### src/rtl/dmem_pkg.sv
// rtl/dmem_pkg.sv - shared types, constants and address helpers for the data RAM arbiter
package dmem_pkg;

    typedef enum logic {
        INIT = 1'b0,
        RUN  = 1'b1
    } state_e;

    localparam int unsigned WORD_BYTES = 4;
    localparam int unsigned DMEM_DEPTH = 1024;
    localparam int unsigned IDX_W      = $clog2(DMEM_DEPTH);

    // Word-aligned and inside [base, base + WORD_BYTES*depth); 33-bit compare so the
    // window end never wraps.
    function automatic logic addr_in_window(input logic [31:0]  addr,
                                            input logic [31:0]  base,
                                            input int unsigned  depth);
        logic [32:0] lim;
        lim = {1'b0, base} + 33'(WORD_BYTES * depth);
        return ({1'b0, addr} >= {1'b0, base}) && ({1'b0, addr} < lim) && (addr[1:0] == 2'b00);
    endfunction

    // Byte address to word index relative to the window base (caller truncates).
    function automatic logic [31:0] addr_to_word(input logic [31:0] addr,
                                                 input logic [31:0] base);
        return (addr - base) >> 2;
    endfunction

endpackage

### src/rtl/dmem_rr_arb2.sv
// rtl/dmem_rr_arb2.sv - two-way arbiter with optional round-robin tie break
module dmem_rr_arb2
    import dmem_pkg::*;
#(
    parameter bit RR_EN = 1'b1
) (
    input  logic       clk,
    input  logic       reset,
    input  logic [1:0] req_i,
    input  logic       update_i,
    output logic [1:0] gnt_o
);

    // Port favoured on a tie; moves to the other port after each grant.
    logic prio_q, prio_d;

    // Pick the winner: a lone requester wins outright, a tie goes to the favoured port.
    always_comb begin
        gnt_o = 2'b00;
        case (req_i)
            2'b01:   gnt_o = 2'b01;
            2'b10:   gnt_o = 2'b10;
            2'b11:   gnt_o = (RR_EN && prio_q) ? 2'b10 : 2'b01;
            default: gnt_o = 2'b00;
        endcase
        prio_d = prio_q;
        if (update_i && (gnt_o != 2'b00)) begin
            prio_d = gnt_o[0];
        end
    end

    // Pointer register, port 0 favoured out of reset.
    always_ff @(posedge clk) begin
        if (reset) begin
            prio_q <= 1'b0;
        end else begin
            prio_q <= prio_d;
        end
    end

endmodule

### src/rtl/dmem_arbiter.sv
// rtl/dmem_arbiter.sv - clears the data RAM after reset, then shares it between CPU and DMA ports
module dmem_arbiter
    import dmem_pkg::*;
#(
    parameter int unsigned DEPTH     = DMEM_DEPTH,
    parameter logic [31:0] BASE_ADDR = 32'h0000_0400,
    parameter bit          RR_EN     = 1'b1
) (
    input  logic                     clk,
    input  logic                     reset,
    input  logic                     p0_req,
    input  logic                     p0_we,
    input  logic [31:0]              p0_addr,
    input  logic [31:0]              p0_wdata,
    output logic                     p0_gnt,
    output logic                     p0_rvalid,
    output logic [31:0]              p0_rdata,
    output logic                     p0_err,
    input  logic                     p1_req,
    input  logic                     p1_we,
    input  logic [31:0]              p1_addr,
    input  logic [31:0]              p1_wdata,
    output logic                     p1_gnt,
    output logic                     p1_rvalid,
    output logic [31:0]              p1_rdata,
    output logic                     p1_err,
    output logic                     mem_wr_en,
    output logic [$clog2(DEPTH)-1:0] mem_addr,
    output logic [31:0]              mem_din,
    input  logic [31:0]              mem_dout,
    output logic                     init_busy
);

    localparam int unsigned AW = $clog2(DEPTH);

    state_e          state_q, state_d;
    logic [AW-1:0]   cnt_q, cnt_d;
    logic [AW-1:0]   addr_hold_q;

    logic            rsp_valid_q;
    logic            rsp_port_q;
    logic            rsp_err_q;
    logic            rsp_rd_q;

    logic            active;
    logic [1:0]      gnt;
    logic            any_gnt;
    logic            sel;
    logic            sel_we;
    logic [31:0]     sel_addr;
    logic [31:0]     sel_wdata;
    logic            sel_ok;
    logic            rsp_live;

    // Requests are only visible to the arbiter once the sweep is done and reset is low.
    assign active = (state_q == RUN) && !reset;

    dmem_rr_arb2 #(
        .RR_EN (RR_EN)
    ) u_arb (
        .clk      (clk),
        .reset    (reset),
        .req_i    ({p1_req, p0_req} & {2{active}}),
        .update_i (active),
        .gnt_o    (gnt)
    );

    assign any_gnt   = gnt[0] | gnt[1];
    assign sel       = gnt[1];
    assign sel_we    = sel ? p1_we    : p0_we;
    assign sel_addr  = sel ? p1_addr  : p0_addr;
    assign sel_wdata = sel ? p1_wdata : p0_wdata;
    assign sel_ok    = addr_in_window(sel_addr, BASE_ADDR, DEPTH);

    assign p0_gnt    = gnt[0];
    assign p1_gnt    = gnt[1];

    // Sweep/run control and RAM port drive; the address bus holds when nothing is accessed.
    always_comb begin
        state_d   = state_q;
        cnt_d     = cnt_q;
        mem_wr_en = 1'b0;
        mem_addr  = addr_hold_q;
        mem_din   = 32'h0;
        init_busy = 1'b0;
        case (state_q)
            INIT: begin
                if (!reset) begin
                    init_busy = 1'b1;
                    mem_wr_en = 1'b1;
                    mem_addr  = cnt_q;
                    cnt_d     = cnt_q + 1'b1;
                    if (cnt_q == AW'(DEPTH - 1)) begin
                        state_d = RUN;
                    end
                end
            end
            RUN: begin
                if (any_gnt && sel_ok) begin
                    mem_addr = AW'(addr_to_word(sel_addr, BASE_ADDR));
                    if (sel_we) begin
                        mem_wr_en = 1'b1;
                        mem_din   = sel_wdata;
                    end
                end
            end
            default: begin
                state_d = INIT;
            end
        endcase
    end

    // State, sweep counter, held address and the one-deep response pipeline.
    always_ff @(posedge clk) begin
        if (reset) begin
            state_q     <= INIT;
            cnt_q       <= '0;
            addr_hold_q <= '0;
            rsp_valid_q <= 1'b0;
            rsp_port_q  <= 1'b0;
            rsp_err_q   <= 1'b0;
            rsp_rd_q    <= 1'b0;
        end else begin
            state_q     <= state_d;
            cnt_q       <= cnt_d;
            addr_hold_q <= mem_addr;
            rsp_valid_q <= any_gnt;
            rsp_port_q  <= sel;
            rsp_err_q   <= !sel_ok;
            rsp_rd_q    <= !sel_we && sel_ok;
        end
    end

    // A response already in flight is suppressed as soon as reset is raised.
    assign rsp_live  = rsp_valid_q && !reset;
    assign p0_rvalid = rsp_live && !rsp_port_q;
    assign p1_rvalid = rsp_live &&  rsp_port_q;
    assign p0_err    = p0_rvalid && rsp_err_q;
    assign p1_err    = p1_rvalid && rsp_err_q;
    assign p0_rdata  = (p0_rvalid && rsp_rd_q) ? mem_dout : 32'h0;
    assign p1_rdata  = (p1_rvalid && rsp_rd_q) ? mem_dout : 32'h0;

endmodule

### config.mk
export PLATFORM = sky130hd
export DESIGN_NAME = dmem_arbiter
export DESIGN_NICKNAME = d
export VERILOG_FILES = /design/src/rtl/dmem_pkg.sv /design/src/rtl/dmem_rr_arb2.sv /design/src/rtl/dmem_arbiter.sv
export SDC_FILE = /design/constraint.sdc
export NUM_CORES = 1
export LEC_CHECK = 0
export ABC_CLOCK_PERIOD_IN_PS = 4300
export CAP_MARGIN = 30
export CELL_PAD_IN_SITES_DETAIL_PLACEMENT = 0
export CELL_PAD_IN_SITES_GLOBAL_PLACEMENT = 1
export CORE_ASPECT_RATIO = 0.7
export CORE_MARGIN = 2
export CORE_UTILIZATION = 18
export DETAILED_ROUTE_END_ITERATION = 10
export PLACE_DENSITY = 0.82
export SLEW_MARGIN = 20
export SYNTH_ARGS = -nofsm -noshare
export SYNTH_HDL_FRONTEND = slang
export SYNTH_SLANG_ARGS = --single-unit
### constraint.sdc
create_clock -name clk -period 4.3 [get_ports clk]
set_input_delay 0.645 -clock clk [delete_from_list [all_inputs] [get_ports clk]]
set_output_delay 0.645 -clock clk [all_outputs]
set_load 0.02 [all_outputs]
==> insert_results.sql <==
INSERT INTO impl_metrics (metric_group, metric, value, unit) VALUES
('outcome', 'outcome', 'finished, final reports clean', ''),
('critical_path', 'path_max_fanout', '33', ''),
('die', 'dieHeight', '107', 'um'),
('routing', 'drcViolationCount', '0', ''),
('synth', 'area_share_of_the_leading_cell_type_in_the_synthesized_netlist', '18.9', '%'),
('flow_run', 'max_cap_viol_count', '0', ''),
('clock_tree', 'cts_max_level', '1', ''),
('final_layout', 'mostFrequentLayoutCells', 'sky130_fd_sc_hd__clkdlybuf4s50_1 (235), sky130_fd_sc_hd__nand2_1 (82), sky130_fd_sc_hd__and3_1 (65)', ''),
('worst_hold_path', 'hold-path-cell-count', '2', ''),
('timing', 'setup_viol', '0', ''),
('synth', 'synth_enable_flop_cells', '0', ''),
('clock_tree', 'clock_insertion_delay_worst_skew', '0.26', 'ns'),
('critical_path', 'endpoint_kind', 'output pin', ''),
('synth', 'ys_dominant_reg_cell', 'sky130_fd_sc_hd__dfxtp_1', ''),
('die', 'dieArea', '0.0163', 'mm^2'),
('critical_path', 'crit_cells', '14', ''),
('die', 'floorplan.core_area', '0.0148', 'mm^2'),
('critical_path', 'timing.critical_path.mode_cell', 'sky130_fd_sc_hd__inv_1', ''),
('grt', 'grt_pass1_vias', '4014', ''),
('routing', 'drtIter0Drc', '187', ''),
('critical_path', 'ff2ff_setup_slack', '1.62', 'ns'),
('timing', 'max_freq', '240', 'MHz'),
('final_layout', 'n_antenna_cell', '0', ''),
('synth', 'synth.avg_cell_area', '6.39', 'um^2'),
('critical_path', 'worstPathBufferInverterCount', '5', ''),
('synth', 'yosys-top-cells-area', 'sky130_fd_sc_hd__dfxtp_1 (19%), sky130_fd_sc_hd__and3_1 (15%), sky130_fd_sc_hd__nand2_1 (11%)', ''),
('critical_path', 'cp-startpoint', 'reset', ''),
('die', 'std_cell_rows', '37', ''),
('grt', 'grt_first_pass_wirelength', '21800', 'um'),
('worst_hold_path', 'hold_path_startpoint', 'cnt_q[8]', ''),
('placement', 'io_buffers', '279', ''),
('grt', 'globalRouteOverflowTotal', '0', ''),
('die', 'initial_utilization', '18.6', '%'),
('timing', 'worst_hold_slack', '0.517', 'ns'),
('critical_path', 'worstRegToRegCells', '13', ''),
('clock_tree', 'clock_tree_from_tritoncts', 'built', ''),
('timing', 'layout_worst_path_cycle_share', '97.0', '%'),
('clock_tree', 'numClockSinks', '26', ''),
('synth', 'yosys_register_bits', '26', ''),
('synth', 'synth_async_sr_flop_share', '0', '%'),
('clock_tree', 'postCtsHoldBufs', '0', ''),
('synth', 'synth.yosys.warnings', '0', ''),
('critical_path', 'cp_cell_sequence', 'clkdlybuf4s50_1 -> and2b_4 -> nand3_4 -> mux2_2 -> inv_1 -> ha_1 -> inv_1 -> a311oi_2 -> a32oi_2 -> o2111a_2 -> buf_12 -> nand2_8 -> a21oi_2 -> dlygate4sd2_1', ''),
('clock_tree', 'numCtsBuffers', '3', ''),
('timing', 'skew', '0.00436', 'ns'),
('routing', 'vias', '4109', ''),
('die', 'pin_count', '280', ''),
('synth', 'synth_largest_area_cell', 'sky130_fd_sc_hd__dfxtp_1', ''),
('grt', 'grt_max_degree', '50', ''),
('critical_path', 'worst_path_max_delay_cell', 'sky130_fd_sc_hd__clkdlybuf4s50_1', ''),
('synth', 'post_syn_instances', '431', ''),
('final_layout', 'post-route-util', '39.8', '%'),
('routing', 'detail_route.first_pass.iterations', '4', ''),
('critical_path', 'critPathKind', 'primary input to output pin', ''),
('routing', 'routedWlPerCell', '15.8', 'um'),
('synth', 'synth.cell_area', '0.00275', 'mm^2'),
('critical_path', 'cpLargestDelayFamily', 'buffers and inverters', ''),
('timing', 'tightest_slew', '0.500', 'ns'),
('final_layout', 'mostFrequentLayoutCell', 'sky130_fd_sc_hd__clkdlybuf4s50_1', ''),
('critical_path', 'worst_r2r_startpoint', 'u_arb.prio_q', ''),
('synth', 'syn_nets', '600', ''),
('grt', 'initial_antenna_violation_count', '1', ''),
('power_and_ir_drop', 'vdd_ir_drop_max', '132', 'uV'),
('power_and_ir_drop', 'leakage', '2.66', 'nW'),
('final_layout', 'flow.area_growth_from_synthesis', '114', '%'),
('placement', 'dp_hpwl', '11300', 'um'),
('timing', 'minimum_period_implied_by_the_final_worst_setup_slack', '4.17', 'ns'),
('synth', 'synth_cell_type_count', '44', ''),
('timing', 'timing.final.hold_violations', '0', ''),
('clock_tree', 'cts-root-to-sink-buffers', '2', ''),
('critical_path', 'setup.worst_path.start_class', 'primary input', '');
-- power breakdown --
group / total [mW] / internal (mW) / switching (mW)
logic: 0.221 / 0.156 / 0.0657
clock network: 0.230 / 0.143 / 0.0873
registers: 0.251 / 0.245 / 0.00547
total: 0.702 / 0.543 / 0.159
-- area by class of cell --
cell class | count | area (um^2)
Fill cell | 1528 | 8910
Sequential cell | 26 | 520
Tap cell | 195 | 244
Timing Repair Buffer | 301 | 2940
Inverter | 5 | 20.0
Multi-Input combinational cell | 361 | 2090
Clock buffer | 4 | 88.8
-- cells by family after synthesis --
kind of cell	synth area share [%]
xor gates and xnor gates	2.55
DFF	18.9
adders and majority gates	1.36
muxes	4.77
AOI/OAI and AO/OA	16.5
buffers and inverters	6.64
and+or+nand+nor	49.2
-- worst min-delay path, delay by kind of cell (launching register included) --
kind	cells	cell delay, ns
flops	1	0.34
simple gates	2	0.14
-- cells in the mapped netlist (all sizes together) (4+ instances only) --
cell type and n:
a211oi 10, a21oi 42, and3 65, buf 8, clkbuf 31, dfxtp 26, inv 4, mux2i 12
nand2 83, nand2b 12, nand3 13, nand4 4, nor2 48, nor2b 12, nor3 9, nor4 10
o221ai 8, xor2 5
-- stage by stage --
stage | cells | setup WS (ns) | instance area [um^2] | power [mW] | setup TNS [ns]
floorplan | 431 | 0.373 | 2750 | 0.299 | 0
global placement | 882 | -0.167 | 5750 | 0.474 | -2.81
detailed placement | 883 | -0.235 | 5760 | 0.477 | -5.37
CTS | 888 | 0.00675 | 5840 | 0.714 | 0
global route | 892 | -0.000115 | 5900 | 0.741 | -0.000115
finish | 892 | 0.128 | 5900 | 0.702 | 0
-- timing repair --
action / 4_1_cts / 5_1_grt
buffers inserted: 1 / 3
pin swaps: 2 / 3
setup endpoints to repair: 43 / 8
resized for setup: 47 / 4
gates cloned: 0 / 0
-- path summary, 6_finish.rpt --
kind	end
max	mem_din[19]
min	addr_hold_q[8]
max reg2reg	addr_hold_q[1]
min reg2reg	addr_hold_q[8]
-- state kept, by name, summed over array words and instances, names as in the netlist --
name and cells:
addr_hold_q 10, cnt_q 10, rsp_err_q 1, rsp_port_q 1
rsp_rd_q 1, rsp_valid_q 1, state_q 1, u_arb.prio_q 1
-- routing by layer --
metal | global-route usage, % | routed length [um] | up-vias
met1 | 20.4 | 6030 | 1902
met3 | 4.19 | 1060 | 12
li1 | - | - | 2038
met4 | 2.20 | 133 | 2
met2 | 29.6 | 6830 | 155
met5 | 0 | 7 | -
(Power assumes the default switching activity.)
